<file path="src/rtl/hash_msg_streamer_pkg.sv">
// Shared types and widths for the hash message streamer.
//   stream_state_t : streamer FSM states
//   CNT_W          : width of the core length (counter) bus
//   DIG_W          : width of the core digest
//   BYTE_W         : width of one message byte
package hash_stream_pkg;

  typedef enum logic [2:0] {
    IDLE        = 3'd0,
    STREAM      = 3'd1,
    GAP         = 3'd2,
    WAIT_DIGEST = 3'd3,
    OUT         = 3'd4
  } stream_state_t;

  localparam int CNT_W  = 64;
  localparam int DIG_W  = 32;
  localparam int BYTE_W = 8;

endpackage

</file>
<file path="src/rtl/hash_msg_streamer_buf.sv">
// msg_byte_buffer: DEPTH x BYTE_W message store.
//   clk   : clock
//   we    : write enable (synchronous write)
//   waddr : write address
//   wdata : write byte
//   raddr : read address (combinational read)
//   rdata : read byte
// Storage is deliberately not reset; the streamer tracks validity with its own length.
module msg_byte_buffer
  import hash_stream_pkg::*;
#(
  parameter int DEPTH = 64
) (
  input  logic                     clk,
  input  logic                     we,
  input  logic [$clog2(DEPTH)-1:0] waddr,
  input  logic [BYTE_W-1:0]        wdata,
  input  logic [$clog2(DEPTH)-1:0] raddr,
  output logic [BYTE_W-1:0]        rdata
);

  logic [BYTE_W-1:0] mem_r [DEPTH];

  // Byte write port.
  always_ff @(posedge clk) begin
    if (we) begin
      mem_r[waddr] <= wdata;
    end
  end

  assign rdata = mem_r[raddr];

endmodule

</file>
<file path="src/rtl/hash_msg_streamer.sv">
// hash_msg_streamer: buffers one host message and replays it to the hash core,
// one core_m_valid pulse every BYTE_GAP cycles, then returns the digest to the host.
//   clk, rst_n                      : clock, async active-low reset
//   in_valid/in_data/in_last/in_ready : host byte stream
//   core_message/core_m_valid/core_counter : core byte feed and message length
//   core_digest/core_hash_rdy       : core result
//   digest_valid/digest/digest_ready : host digest handshake
//   err_overflow/err_timeout/err_clr : sticky error flags and their clear
module hash_msg_streamer
  import hash_stream_pkg::*;
#(
  parameter int DEPTH    = 64,
  parameter int BYTE_GAP = 3,
  parameter int TIMEOUT  = 255
) (
  input  logic              clk,
  input  logic              rst_n,
  input  logic              in_valid,
  input  logic [BYTE_W-1:0] in_data,
  input  logic              in_last,
  output logic              in_ready,
  output logic [BYTE_W-1:0] core_message,
  output logic              core_m_valid,
  output logic [CNT_W-1:0]  core_counter,
  input  logic [DIG_W-1:0]  core_digest,
  input  logic              core_hash_rdy,
  output logic              digest_valid,
  output logic [DIG_W-1:0]  digest,
  input  logic              digest_ready,
  output logic              err_overflow,
  output logic              err_timeout,
  input  logic              err_clr
);

  localparam int AW = $clog2(DEPTH);
  localparam int PW = AW + 1;
  localparam int GW = $clog2(BYTE_GAP + 1);
  localparam int TW = $clog2(TIMEOUT + 1);
  localparam logic [PW-1:0] LEN_FULL_M1 = PW'(DEPTH - 1);
  localparam logic [GW-1:0] GAP_END     = GW'((BYTE_GAP >= 2) ? (BYTE_GAP - 2) : 0);
  localparam logic [TW-1:0] TIMER_END   = TW'(TIMEOUT - 1);

  stream_state_t     state_r, state_s;
  logic [PW-1:0]     wr_ptr_r, rd_ptr_r, len_r;
  logic [PW-1:0]     len_inc_s, rd_inc_s;
  logic [GW-1:0]     gap_cnt_r;
  logic [TW-1:0]     timer_r;
  logic              armed_r, in_ready_r;
  logic [BYTE_W-1:0] core_message_r, buf_rdata_s;
  logic              core_m_valid_r;
  logic [CNT_W-1:0]  core_counter_r;
  logic              digest_valid_r;
  logic [DIG_W-1:0]  digest_r;
  logic              err_overflow_r, err_timeout_r;
  logic              accept_s, finish_s, overflow_s, capture_s, timeout_s, release_s;
  logic              stream_s, busy_s;

  assign len_inc_s = len_r + PW'(1);
  assign rd_inc_s  = rd_ptr_r + PW'(1);
  assign stream_s  = (state_r == STREAM);
  assign busy_s    = (state_r == STREAM) || (state_r == GAP) || (state_r == WAIT_DIGEST);

  msg_byte_buffer #(.DEPTH(DEPTH)) u_buf (
    .clk   (clk),
    .we    (accept_s),
    .waddr (wr_ptr_r[AW-1:0]),
    .wdata (in_data),
    .raddr (rd_ptr_r[AW-1:0]),
    .rdata (buf_rdata_s)
  );

  // Next-state logic and single-cycle event strobes.
  always_comb begin
    state_s    = state_r;
    accept_s   = 1'b0;
    finish_s   = 1'b0;
    overflow_s = 1'b0;
    capture_s  = 1'b0;
    timeout_s  = 1'b0;
    release_s  = 1'b0;
    case (state_r)
      IDLE: begin
        accept_s = in_valid & in_ready_r;
        if (accept_s && in_last) begin
          finish_s = 1'b1;
          state_s  = STREAM;
        end else if (accept_s && (len_r == LEN_FULL_M1)) begin
          overflow_s = 1'b1;
          state_s    = IDLE;
        end else begin
          state_s = IDLE;
        end
      end
      STREAM: begin
        // With BYTE_GAP==1 the pulses run back-to-back, so GAP is skipped.
        if (BYTE_GAP > 1) begin
          state_s = GAP;
        end else if (rd_inc_s == len_r) begin
          state_s = WAIT_DIGEST;
        end else begin
          state_s = STREAM;
        end
      end
      GAP: begin
        if (gap_cnt_r == GAP_END) begin
          if (rd_ptr_r == len_r) begin
            state_s = WAIT_DIGEST;
          end else begin
            state_s = STREAM;
          end
        end else begin
          state_s = GAP;
        end
      end
      WAIT_DIGEST: begin
        // A digest counts only after hash_ready has been seen low for this message.
        if (armed_r && core_hash_rdy) begin
          capture_s = 1'b1;
          state_s   = OUT;
        end else if (timer_r == TIMER_END) begin
          timeout_s = 1'b1;
          state_s   = IDLE;
        end else begin
          state_s = WAIT_DIGEST;
        end
      end
      OUT: begin
        if (digest_ready) begin
          release_s = 1'b1;
          state_s   = IDLE;
        end else begin
          state_s = OUT;
        end
      end
      default: begin
        state_s = IDLE;
      end
    endcase
  end

  // State register and registered in_ready (low in the first cycle after reset).
  always_ff @(posedge clk or negedge rst_n) begin
    if (!rst_n) begin
      state_r    <= IDLE;
      in_ready_r <= 1'b0;
    end else begin
      state_r    <= state_s;
      in_ready_r <= (state_s == IDLE);
    end
  end

  // Write/read pointers and message length; cleared when a message is dropped or finished.
  always_ff @(posedge clk or negedge rst_n) begin
    if (!rst_n) begin
      wr_ptr_r <= '0;
      rd_ptr_r <= '0;
      len_r    <= '0;
    end else if (overflow_s || timeout_s || release_s) begin
      wr_ptr_r <= '0;
      rd_ptr_r <= '0;
      len_r    <= '0;
    end else begin
      if (accept_s) begin
        wr_ptr_r <= wr_ptr_r + PW'(1);
        len_r    <= len_inc_s;
      end
      if (stream_s) begin
        rd_ptr_r <= rd_inc_s;
      end
    end
  end

  // Core-facing byte, pulse and length registers.
  always_ff @(posedge clk or negedge rst_n) begin
    if (!rst_n) begin
      core_message_r <= '0;
      core_m_valid_r <= 1'b0;
      core_counter_r <= '0;
    end else begin
      core_m_valid_r <= stream_s;
      if (stream_s) begin
        core_message_r <= buf_rdata_s;
      end
      if (finish_s) begin
        core_counter_r <= {{(CNT_W - PW){1'b0}}, len_inc_s};
      end
    end
  end

  // Byte-gap counter, digest wait timer and hash_ready arming.
  always_ff @(posedge clk or negedge rst_n) begin
    if (!rst_n) begin
      gap_cnt_r <= '0;
      timer_r   <= '0;
      armed_r   <= 1'b0;
    end else begin
      if (stream_s) begin
        gap_cnt_r <= '0;
      end else if (state_r == GAP) begin
        gap_cnt_r <= gap_cnt_r + GW'(1);
      end
      if (state_r == WAIT_DIGEST) begin
        timer_r <= timer_r + TW'(1);
      end else begin
        timer_r <= '0;
      end
      if (finish_s) begin
        armed_r <= 1'b0;
      end else if (busy_s && !core_hash_rdy) begin
        armed_r <= 1'b1;
      end
    end
  end

  // Digest capture and host-side valid.
  always_ff @(posedge clk or negedge rst_n) begin
    if (!rst_n) begin
      digest_r       <= '0;
      digest_valid_r <= 1'b0;
    end else if (capture_s) begin
      digest_r       <= core_digest;
      digest_valid_r <= 1'b1;
    end else if (release_s) begin
      digest_valid_r <= 1'b0;
    end
  end

  // Sticky errors; a new error event beats a simultaneous clear.
  always_ff @(posedge clk or negedge rst_n) begin
    if (!rst_n) begin
      err_overflow_r <= 1'b0;
      err_timeout_r  <= 1'b0;
    end else begin
      err_overflow_r <= overflow_s | (err_overflow_r & ~err_clr);
      err_timeout_r  <= timeout_s  | (err_timeout_r  & ~err_clr);
    end
  end

  assign in_ready     = in_ready_r;
  assign core_message = core_message_r;
  assign core_m_valid = core_m_valid_r;
  assign core_counter = core_counter_r;
  assign digest_valid = digest_valid_r;
  assign digest       = digest_r;
  assign err_overflow = err_overflow_r;
  assign err_timeout  = err_timeout_r;

endmodule

</file>
<file path="config.mk">
export PLATFORM = sky130hd
export DESIGN_NAME = hash_msg_streamer
export DESIGN_NICKNAME = d
export VERILOG_FILES = /design/src/rtl/hash_msg_streamer_pkg.sv /design/src/rtl/hash_msg_streamer_buf.sv /design/src/rtl/hash_msg_streamer.sv
export SDC_FILE = /design/constraint.sdc
export NUM_CORES = 1
export LEC_CHECK = 0
export BUFFER_PORTS_ARGS = -buffer_cell sky130_fd_sc_hd__buf_2
export CORE_UTILIZATION = 28
export CTS_CLUSTER_SIZE = 12
export DETAILED_ROUTE_END_ITERATION = 8
export GPL_TIMING_DRIVEN = 0
export SLEW_MARGIN = 0
export SYNTH_ARGS = -nofsm -noshare
export SYNTH_HDL_FRONTEND = slang
export SYNTH_SLANG_ARGS = --single-unit
export TNS_END_PERCENT = 5
</file>
<file path="constraint.sdc">
create_clock -name clk -period 4.6 [get_ports clk]
set_input_delay 0.23 -clock clk [delete_from_list [all_inputs] [get_ports clk]]
set_output_delay 0.23 -clock clk [all_outputs]
set_load 0.005 [all_outputs]
</file>
Word-level counts from Yosys, hierarchy flattened
Memories as Yosys holds them, arrays and structs flattened. A register that Yosys moved wholly into a read port is not among the register bits.
Cells that the tools add are included.
{"block": "totals", "wordCells": 86, "out_inout_bits": 109, "reg_bits": 79, "mem_bits_rw": 512, "inputBits": 47, "mem_count": 1}
{"name": "u_buf.mem_r", "words": 64, "width": 8, "read_ports": 1, "rd_clocked_by_memory_dff": 1, "write_ports": 1, "line": "hash_msg_streamer_buf.sv:22", "source": "logic [BYTE_W-1:0] mem_r [DEPTH];"}
{"block": "classes", "bitwise_logic": 6, "n_mux": 35, "addsub": 5, "n_eq_ne": 8, "n_reduce_logical": 17}
{"cell": "7-bit two-way mux", "count": 6}
{"cell": "7-bit by 1-bit adder with 7-bit output, second input constant", "count": 3}
{"cell": "1-bit two-way mux", "count": 20}
{"cell": "3-bit case mux with 5 select lines", "count": 1}
{"cell": "2-bit nonzero test", "count": 5}
{"cell": "3-bit two-way mux", "count": 3}
{"cell": "8-bit by 1-bit adder with 8-bit output, second input constant", "count": 1}
{"cell": "8-bit == test, second input constant", "count": 1}
{"cell": "2-bit two-way mux", "count": 4}
{"cell": "8-bit two-way mux", "count": 1}
{"cell": "7-bit by 6-bit == test with 1-bit output, second input constant", "count": 1}
{"cell": "7-bit == test", "count": 1}
{"cell": "3-bit by 2-bit == test with 1-bit output, second input constant", "count": 2}
{"cell": "3-bit logical NOT", "count": 2}
{"cell": "1-bit logical AND", "count": 4}
{"cell": "1-bit logical OR", "count": 4}
{"cell": "1-bit AND", "count": 3}
{"cell": "3-bit by 1-bit == test with 1-bit output, second input constant", "count": 1}
{"cell": "3-bit == test, second input constant", "count": 1}
{"cell": "2-bit by 1-bit adder with 2-bit output, second input constant", "count": 1}
{"cell": "2-bit by 1-bit == test with 1-bit output, second input constant", "count": 1}
{"cell": "1-bit logical NOT", "count": 2}
{"cell": "1-bit bitwise OR", "count": 2}
{"cell": "1-bit NOT", "count": 1}

Depth between registers and ports, before layout
Gate-level depths: netlist of the first run.
{"block": "depth", "depth_word": 8, "mapped_depth": 8, "mapped_depth_nobuf": 7}

Hierarchy
From an unflattened synthesis of the first run, not the netlist that was laid out.
{"block": "hier_totals", "cells_unflattened": 1299, "hier_area_um2": 24208.2}
{"mod": "msg_byte_buffer", "instances": 1, "seq_area_each_um2": 15374.7, "cells_per_inst": 932, "area_each_um2": 20006.7}
{"mod": "hash_msg_streamer", "instances": 1, "seq_area_each_um2": 2152.1, "cells_per_inst": 367, "area_each_um2": 4201.5}

Worst setup path after synthesis of the first run
OpenSTA, ideal clock, no wires.
{"block": "synth_path", "kind": "register to register", "from": "register state_r[2]", "to": "memory u_buf.mem_r[56][0] (enable)", "arrival_ns": 2.054, "n_path_buf": 2, "synth_period_minus_slack_ns": 2.425, "stages_incl_launch_ff": 7, "setup_ns": 0.371, "required_ns": 4.229, "path_slack_ns": 2.175, "cell_sequence": "dfrtp_1 > buf_6 > or2_4 > nor3_1 > buf_2 > nand4_1 > nor2_1"}
{"block": "synth_via", "elab_chain_cells": 4}
{"element": "from (decl)", "line": "hash_msg_streamer.sv:43", "source": "stream_state_t state_r, state_s;"}
{"element": "from (signal assigned)", "line": "hash_msg_streamer.sv:147", "source": "state_r <= state_s;"}
{"element": "3-bit logical NOT", "line": "hash_msg_streamer.sv:81", "source": "case (state_r)"}
{"element": "1-bit two-way mux", "line": "hash_msg_streamer.sv:81"}
{"element": "1-bit two-way mux", "line": "hash_msg_streamer_buf.sv:26", "source": "if (we) begin"}
{"element": "1-bit two-way mux (not written as such)", "line": "hash_msg_streamer_buf.sv:27", "source": "mem_r[waddr] <= wdata;"}
{"element": "to (decl)", "line": "hash_msg_streamer_buf.sv:22"}
No other way between the ends.

Worst setup path after layout of the first run
{"block": "layout_path", "from": "register state_r[0]", "to": "memory u_buf.mem_r[58][6] (enable)"}
The elaborated chain is that of the path after synthesis.

==> run_results.csv, run 1 <==
group,metric,value,unit
route,drt-pass1-iter-count,5,
sta,worst_pin_slew,1.378,ns
synthesis,synth_area_per_cell,18.26,µm²
sta,fin_crit_sh,0.7431,
finish,final_nets,1618,
worst_setup_path,crit_type,"register to register",
finish,num_antenna_cells,0,
place,port-buffer-count,98,
global_routing,antenna_found_initial,1,
route,vias,13010,
clocking,h-tree-depth,2,
sta,hold_slack,0.02948,ns
finish,multi_input_area,0.005791,mm²
global_routing,grt_util_met2,0.2136,
place,dp_cells,2599,
global_routing,grt_use_met3,0.04027,
clocking,clk_latency,0.67,ns
worst_setup_path,worst-r2r-cell-count,6,
sta,fmax,292.6,MHz
synthesis,synth_ff_type,"edfxtp_1",
route,routed_wl,60250,µm
power,p_sw_frac,0.3228,
finish,final_cells,2746,
finish,stdcell_area,0.02831,mm²
synthesis,yosys_register_bits,598,
worst_setup_path,critPathArrivalTime,3.70,ns
sta,period_minus_slack,3.418,ns
power,switching_power,5161,µW
worst_setup_path,r2r-end,"u_buf.mem_r[58][6]$_DFFE_PP_",
die,start_util,0.2845,
worst_setup_path,start_kind,"register",
global_routing,met1_usage,0.1886,
worst_setup_path,cp_max_fo,10,
synthesis,syn_area,0.02392,mm²
route,wl_per_cell,21.94,µm
die,die_x,294.3,µm
clocking,clkTransAtPathRegs,0.06,ns
sta,drv_slew,0,
clocking,cts_root_buf,"clkbuf_16",
run,cap_viol_max_count,0,
clocking,cts_setup_buffers,0,
finish,drive_above_1_share,0.2674,
clocking,cts_buffers,60,
power,seqPwrFrac,0.406,
global_routing,grt_pass1_vias,12994,
clocking,cts_resized,0,
synthesis,synth_cell_types,56,
finish,fillCellCount,8031,
die,ios,156,
power,internal_power,10830,µW
route,detail-route-antenna-nets,0,
sta,hold_viol,0,
place,placed_area,0.02608,mm²
sta,setup_viol,0,
power,power.clock.fraction,0.291,
route,drc,0,
power,combinationalPowerShare,0.303,
power,p_per_area,564.7,mW/mm²
clocking,clockBufferDepth,3,
worst_setup_path,r2r_start,"state_r[0]$_DFF_PN0_",
global_routing,grt-ovfl-total,0,
die,design.core.area,0.08409,mm²
place,hpwl,38540,µm
synthesis,synth.yosys.warnings,0,
synthesis,async_flop_share,0.1438,
clocking,cts_tree,"done",
sta,slew_headroom,0.08122,
finish,seq_area,0.01753,mm²
worst_setup_path,critPathRequiredTime,4.88,ns
sta,grt_setup_unrepaired,"no",
finish,layout_common_cells,"edfxtp_1, buf_2, mux4_2",
die,die_h,294.3,µm
clocking,cts_hold_buf,38,
synthesis,synth-edff-count,512,
global_routing,grt_max_degree,71,
power,peakVddDrop,0.0003146,V
route,vias_per_cell,4.738,
finish,area_growth,18.34,%
finish,final_common_cell,"edfxtp_1",
hold_path,hold_class,"input pin to async pin",
die,num_rows,106,
global_routing,grt_usage,0.1381,
power,power.leakage,0.009613,µW
synthesis,yosysSeqAreaShare,0.7326,
global_routing,top_usage_layer,"met2",
global_routing,grt_pass1_wl,87260,µm
worst_setup_path,r2r_setup_slack,1.18,ns
place,place_congestion,0.8227,
sta,worst_clock_skew,0.06627,ns
worst_setup_path,cp-end-kind,"register",
sta,tns,0,ns
status,status,"finished clean",
die,die_area,0.08662,mm²
clocking,cts.sink_count,598,
synthesis,syn_inst,1310,
route,drt_iter0_markers,1179,
[power groups by stage]
stage | sequential (µW) | clock [µW] | combinational, µW
6_report | 6490 | 4660 | 4840
5_1_grt | 6520 | 4970 | 5170
4_1_cts | 6490 | 4750 | 4830
3_5_place_dp | 6590 | 0 | 4790
3_3_place_gp | 6580 | 0 | 4740
2_1_floorplan | 6530 | 0 | 2980
[cell usage after synthesis (all sizes together), types with 3 or more instances]
cell type / instances / area, µm²
nand3b: 7 / 52.55
mux2: 47 / 529.3
a311o: 6 / 60.06
inv: 8 / 30.03
buf: 98 / 671.9
or3b: 5 / 43.79
clkbuf: 31 / 116.4
or3: 5 / 31.28
edfxtp: 512 / 15370
nand4: 5 / 31.28
a22oi: 39 / 292.8
mux4: 109 / 2455
xor2: 17 / 148.9
mux2i: 28 / 280.3
o21ai: 14 / 70.06
a221oi: 7 / 61.31
a21oi: 29 / 148.9
a22o: 8 / 70.07
dfrtp: 86 / 2152
nand3: 18 / 95.09
o221ai: 6 / 52.55
xnor2: 16 / 140.1
nor2: 109 / 411.7
or2: 3 / 21.27
nor2b: 6 / 37.54
a211oi: 12 / 90.09
ha: 6 / 75.07
nor3b: 3 / 22.52
and3: 5 / 31.28
nand2: 43 / 161.4
[sequential cells by signal, indices dropped and copies added, names as in the netlist]
name	count
digest_valid	1
gap_cnt_r	2
wr_ptr_r	6
armed_r	1
core_counter	7
err_timeout	1
in_ready	1
core_m_valid	1
rd_ptr_r	7
timer_r	8
core_message	8
digest	32
state_r	3
u_buf.mem_r	512
err_overflow	1
len_r	7
[worst max-delay path by stage]
| stage | startpoint | to | depth (start not counted) |
|---|---|---|---|
| 2_1_floorplan | state_r[2]$_DFF_PN0_ | u_buf.mem_r[56][0]$_DFFE_PP_ | 6 |
| 3_5_place_dp | state_r[0]$_DFF_PN0_ | u_buf.mem_r[58][6]$_DFFE_PP_ | 6 |
| 5_1_grt | state_r[0]$_DFF_PN0_ | u_buf.mem_r[62][7]$_DFFE_PP_ | 6 |
| 4_1_cts | state_r[0]$_DFF_PN0_ | u_buf.mem_r[58][6]$_DFFE_PP_ | 6 |
| 6_report | state_r[0]$_DFF_PN0_ | u_buf.mem_r[58][6]$_DFFE_PP_ | 6 |
| 3_3_place_gp | state_r[0]$_DFF_PN0_ | u_buf.mem_r[47][1]$_DFFE_PP_ | 5 |
[layer usage]
layer	up-vias	wire (µm)
met5	-	11
met4	2	1497
met3	105	5515
met2	642	27190
met1	6710	26040
li1	5551	-
[kinds of logic after synthesis]
kind of cell,after synthesis,synth area share
muxes,184,0.1364
buffers and inverters,138,0.03436
AOI/OAI and AO/OA,132,0.03896
other,1,0.0001567
DFF,598,0.7326
and+or+nand+nor,218,0.04226
adders and majority gates,6,0.003138
xor gates and xnor gates,33,0.01208
[through the flow]
step,utilization,worst slack [ns],total power (µW)
detailed placement,0.3101,1.186,11390
finish,0.3367,1.182,15990
global route,0.3367,0.8916,16660
floorplan,-,2.175,9514
CTS,0.3367,1.209,16070
global placement,0.3097,1.198,11320
[final cells by class]
type | count | share of cell area
buffer | 129 | 0.02784
clock buffer | 94 | 0.05900
clock inverter | 15 | 0.006364
inverter | 9 | 0.001193
multi-input combinational | 630 | 0.2045
sequential | 598 | 0.6191
tap | 1134 | 0.05011
timing repair buffer | 137 | 0.03191
[critical path, cell delays in order, from the launching register on]
cell and delay, ns:
dfrtp_1 0.36, buf_2 0.17, or2_4 0.25, nor3_1 0.65, buf_2 0.39, nand4_1 0.47, nor2_1 0.80
Power figures use the tool's default switching activity.
==> run 2: changes to the inputs <==
- clock period: 4.6 -> 3.34 ns (I/O delays scaled with it)
==> run 2 against run 1 <==
  * Global-route usage about the same
  * Critical path depth increased by 2
  * Non-clock buffer count increased by 1
  * Combinational power increased by 38%
  * Sequential share of layout area decreased by 0.093 points
  * Via count decreased by 0.45%
  * Count of clock-buffer cells in the layout unchanged
  * Largest power group unchanged
  * Core utilization increased by 0.051 points
  * Final area increased by 0.15%
  * Die area unchanged
  * Clock power increased by 38%
  * Clock skew increased by 0.00099 ns
==> run_results.csv, run 2 (synthesized netlist as in run 1, its figures left out) <==
group,metric,value,unit
status,status,"finished clean",
clocking,clk_latency,0.67,ns
clocking,cts_tree,"done",
sta,drv_slew,0,
sta,slew_headroom,0.08448,
worst_setup_path,critPathLaunch,"rd_ptr_r[1]$_DFFE_PN0P_",
sta,grt_setup_unrepaired,"yes",
power,power.leakage,0.009618,µW
worst_setup_path,cp-end-kind,"register",
global_routing,grt_max_degree,71,
die,die_x,294.3,µm
clocking,h-tree-depth,2,
worst_setup_path,r2r_start,"rd_ptr_r[1]$_DFFE_PN0P_",
global_routing,grt_pass1_vias,12996,
route,wl_per_cell,21.95,µm
worst_setup_path,worst-r2r-cell-count,8,
route,vias_per_cell,4.715,
sta,worst_clock_skew,0.06726,ns
sta,period_minus_slack,3.202,ns
sta,fmax,312.3,MHz
finish,area_growth,18.52,%
clocking,clkTransAtPathRegs,0.06,ns
place,hpwl,38540,µm
finish,stdcell_area,0.02835,mm²
worst_setup_path,cpPeakStageDelay,0.71,ns
finish,drive_above_1_share,0.2746,
global_routing,grt_usage,0.1381,
finish,final_nets,1619,
sta,worst_pin_slew,1.373,ns
finish,num_antenna_cells,0,
worst_setup_path,critPathArrivalTime,3.74,ns
finish,fillCellCount,8022,
hold_path,hold_class,"input pin to async pin",
run,cap_viol_max_count,0,
global_routing,grt_pass1_wl,87290,µm
route,drc,0,
die,die_area,0.08662,mm²
place,placed_area,0.02608,mm²
sta,setup_slack,0.1375,ns
worst_setup_path,r2r_setup_slack,0.14,ns
finish,final_common_cell,"edfxtp_1",
place,port-buffer-count,98,
finish,layout_common_cells,"edfxtp_1, buf_2, mux4_2",
clocking,cts_root_buf,"clkbuf_16",
die,num_rows,106,
route,vias,12951,
worst_setup_path,worstPathCellList,"buf_2 > buf_2 > buf_1 > mux4_2 > a22oi_1 > a21oi_1 > a211oi_1 > a21oi_1",
sta,tns,0,ns
worst_setup_path,path_delay_family,"buffers and inverters",
route,routed_wl,60290,µm
route,drt_iter0_markers,1176,
worst_setup_path,worst-path-buf-inv,3,
global_routing,antenna_found_initial,1,
clocking,cts_buffers,60,
worst_setup_path,start_kind,"register",
sta,setup_viol,0,
global_routing,grt-ovfl-total,0,
worst_setup_path,crit_type,"register to register",
worst_setup_path,r2r-end,"core_message[5]$_DFFE_PN0P_",
sta,hold_viol,0,
power,peakVddDrop,0.0004336,V
finish,largest_register_ffs,512,
worst_setup_path,cp_max_fo,10,
place,dp_slack,-0.07413,ns
die,die_h,294.3,µm
clocking,clockBufferDepth,3,
sta,fin_crit_sh,0.9588,
route,drt-pass1-iter-count,6,
die,start_util,0.2845,
clocking,cts_setup_buffers,0,
route,detail-route-antenna-nets,0,
place,place_congestion,0.8227,
sta,hold_slack,0.1227,ns
clocking,cts.sink_count,598,
die,ios,156,
finish,regMostFlops,"u_buf.mem_r",
worst_setup_path,critPathSlowestCell,"buf_1",
die,design.core.area,0.08409,mm²
power,p_per_area,776.6,mW/mm²
worst_setup_path,critPathRequiredTime,3.88,ns
-- run 2: what timing repair did --
action / CTS / global route
endpoints found under the setup margin: 34 / 233
cloned: 0 / 0
resized for setup: 0 / 13
hold buffers: 39 / 0
hold endpoints to repair: 128 / 0
-- run 2: through the flow --
stage               utilization  total power (µW)  cells
finish                   0.3372             22020   2747
detailed placement       0.3101             15680   2599
global placement         0.3097             15590   2598
floorplan                     -             13100   1366
global route             0.3372             22960   2747
CTS                      0.3368             22130   2747
-- run 2: how the worst max path moves through the flow --
stage / slack (ns) / cells past startpoint / endpoint
6_report: 0.14 / 8 / core_message[5]$_DFFE_PN0P_
5_1_grt: -0.02 / 8 / core_message[6]$_DFFE_PN0P_
4_1_cts: -0.05 / 6 / u_buf.mem_r[58][6]$_DFFE_PP_
3_5_place_dp: -0.07 / 6 / u_buf.mem_r[58][6]$_DFFE_PP_
3_3_place_gp: -0.06 / 5 / u_buf.mem_r[47][1]$_DFFE_PP_
2_1_floorplan: 0.92 / 6 / u_buf.mem_r[56][0]$_DFFE_PP_
-- run 2: layer usage --
layer,track usage,routed length [µm],up-vias
met1,0.1888,25470,6658
met2,0.2136,27300,641
li1,-,-,5556
met4,0.03735,1373,2
met5,0,11,-
met3,0.04019,6132,94
-- run 2: area by class of cell --
cell class              instances  area, µm²  area share
clock inverters                15      180.2    0.006354
well taps                    1134       1419     0.05004
clock buffers                  94       1670     0.05891
plain buffers                 129      788.3     0.02780
inverters                       9      33.78    0.001191
repair buffers                138      913.4     0.03221
flip-flops and latches        598      17530      0.6181
multi-input cells             630       5823      0.2054
-- run 2: worst register-to-register path, delay by kind of cell, from the launching register on --
family | cells | cell delay (ns)
compound gates | 4 | 0.96
buf+inv | 3 | 1.32
flops | 1 | 0.36
mux | 1 | 0.44
-- run 2: report_power, final --
part,internal (µW),switching [µW],total [µW]
Combinational,2710,3960,6670
Clock,3590,2830,6420
Sequential,8610,318,8930
Total,14900,7110,22000
==> run 3: changes to the inputs <==
- RECOVER_POWER: unset -> 50
==> run 3 against run 2 <==
  * The flow now finishes with violations (capacitance limit, slew limit)
  * Power is essentially flat
  * Count of clock-buffer cells in the layout is the same
  * Via count grew 0.32%
  * Core utilization shrank 0.062 points
  * Sequential share of layout area grew 0.11 points
  * Die area is the same
  * Clock power is essentially flat
  * First-iteration DRC count grew 6.6%
  * Worst setup slack lost 0.032 ns
  * Cell count is the same
  * Non-clock buffer count is the same
  * Combinational power is essentially flat
==> run_results.csv, run 3 (synthesized netlist as in run 1, its figures left out) <==
group,metric,value,unit
power,power.leakage,0.009546,µW
power,peakVddDrop,0.0004347,V
worst_setup_path,cp_max_fo,10,
route,vias_per_cell,4.730,
finish,final_common_cell,"edfxtp_1",
sta,period_minus_slack,3.234,ns
die,die_h,294.3,µm
finish,drive_above_1_share,0.2622,
die,die_x,294.3,µm
global_routing,antenna_found_initial,0,
sta,drv_slew,591,
clocking,h-tree-depth,2,
clocking,cts.sink_count,598,
clocking,clk_latency,0.67,ns
clocking,cts_setup_buffers,0,
power,p_per_area,778.8,mW/mm²
clocking,clkTransAtPathRegs,0.06,ns
die,num_rows,106,
global_routing,grt_max_degree,71,
worst_setup_path,critPathArrivalTime,3.77,ns
route,vias,12993,
power,internal_power,14910,µW
worst_setup_path,cp-end-kind,"register",
global_routing,grt_usage,0.1381,
worst_setup_path,path_delay_family,"buffers and inverters",
worst_setup_path,cpPeakStageDelay,0.71,ns
sta,worst_clock_skew,0.06784,ns
worst_setup_path,start_kind,"register",
finish,regMostFlops,"u_buf.mem_r",
finish,layout_common_cells,"edfxtp_1, mux4_2, buf_2",
finish,area_growth,18.30,%
worst_setup_path,critPathSlowestCell,"buf_1",
sta,setup_slack,0.1059,ns
finish,num_antenna_cells,0,
place,dp_slack,-0.07413,ns
place,place_congestion,0.8227,
place,hpwl,38540,µm
worst_setup_path,worstPathCellList,"buf_2 > buf_2 > buf_1 > mux4_2 > a22oi_1 > a21oi_1 > a211oi_1 > a21oi_1",
sta,fmax,309.2,MHz
finish,final_nets,1619,
power,p_sw_frac,0.3237,
status,status,"complete, but fails checks",
clocking,cts_buffers,60,
route,drc,0,
sta,hold_viol,0,
clocking,clockBufferDepth,3,
power,combinationalPowerShare,0.302,
die,design.core.area,0.08409,mm²
global_routing,grt_pass1_wl,87290,µm
power,power.clock.fraction,0.292,
clocking,cts_root_buf,"clkbuf_16",
run,cap_viol_max_count,9,
route,wl_per_cell,22.02,µm
hold_path,hold_class,"input pin to register",
sta,worst_pin_slew,3.292,ns
sta,tns,0,ns
worst_setup_path,r2r_setup_slack,0.11,ns
global_routing,grt_pass1_vias,12996,
route,drt_iter0_markers,1254,
route,routed_wl,60490,µm
sta,setup_viol,0,
die,start_util,0.2845,
sta,fin_crit_sh,0.9683,
sta,grt_setup_unrepaired,"yes",
die,die_area,0.08662,mm²
power,seqPwrFrac,0.406,
worst_setup_path,critPathRequiredTime,3.88,ns
clocking,cts_tree,"done",
power,switching_power,7134,µW
route,drt-pass1-iter-count,5,
worst_setup_path,worst-path-buf-inv,3,
worst_setup_path,crit_type,"register to register",
global_routing,grt-ovfl-total,0,
place,port-buffer-count,98,
die,ios,156,
status,violations,"capacitance limit, slew limit",
sta,slew_headroom,-1.194,
finish,largest_register_ffs,512,
route,detail-route-antenna-nets,0,
[run 3: cell type report]
| type | count | area (µm²) |
|---|---|---|
| inverter | 9 | 33.78 |
| clock buffer | 94 | 1670 |
| multi-input combinational | 630 | 5823 |
| sequential | 598 | 17530 |
| buffer | 129 | 788.3 |
| fill | 8035 | 55780 |
| clock inverter | 15 | 180.2 |
| timing repair buffer | 138 | 860.8 |
| tap | 1134 | 1419 |
[run 3: routing by layer]
layer | wire length, µm | track usage | vias up
met5 | 0 | 0 | -
met4 | 1423 | 0.03735 | 0
met3 | 5869 | 0.04019 | 97
met2 | 27270 | 0.2136 | 624
met1 | 25920 | 0.1888 | 6705
li1 | - | - | 5567
[run 3: final timing paths]
| path | from | to | cells after the start |
|---|---|---|---|
| max | rd_ptr_r[1]$_DFFE_PN0P_ | core_message[5]$_DFFE_PN0P_ | 8 |
| min | in_valid | wr_ptr_r[5]$_DFFE_PN0P_ | 6 |
| max reg2reg | rd_ptr_r[1]$_DFFE_PN0P_ | core_message[5]$_DFFE_PN0P_ | 8 |
| min reg2reg | digest_valid$_DFFE_PN0P_ | digest_valid$_DFFE_PN0P_ | 1 |
| max in group asynchronous | rst_n | core_message[7]$_DFFE_PN0P_ | 3 |
| min in group asynchronous | rst_n | core_message[0]$_DFFE_PN0P_ | 3 |
[run 3: power by group through the flow]
stage / Clock, µW / Combinational, µW / Sequential [µW]
after CTS: 6540 / 6660 / 8930
final: 6430 / 6660 / 8950
after global routing: 6850 / 7110 / 9000
after floorplan: 0 / 4110 / 9000
after global placement: 0 / 6530 / 9060
after detailed placement: 0 / 6600 / 9080
[run 3: worst reg2reg max path, delay by kind of cell (launching register included)]
family | cells | cell delay [ns]
buffers and inverters | 3 | 1.32
multiplexers | 1 | 0.44
flip-flops | 1 | 0.37
AO/OA/AOI/OAI | 4 | 0.98
[run 3: metrics by stage]
stage	instances	power (µW)	utilization	hold WS (ns)	instance area, µm²
detailed placement	2599	15680	0.3101	0.05148	26080
finish	2747	22040	0.3366	0.1557	28300
floorplan	1366	13100	-	-0.1286	24130
CTS	2747	22130	0.3368	0.08945	28320
global route	2747	22950	0.3366	0.2079	28300
global placement	2598	15590	0.3097	0.3752	26040
[run 3: what timing repair did]
item                                    in CTS  in global routing
gates resized for setup                      0                 13
endpoints found under the setup margin      34                233
hold endpoints to repair                   128                  0
hold buffers                                39                  0
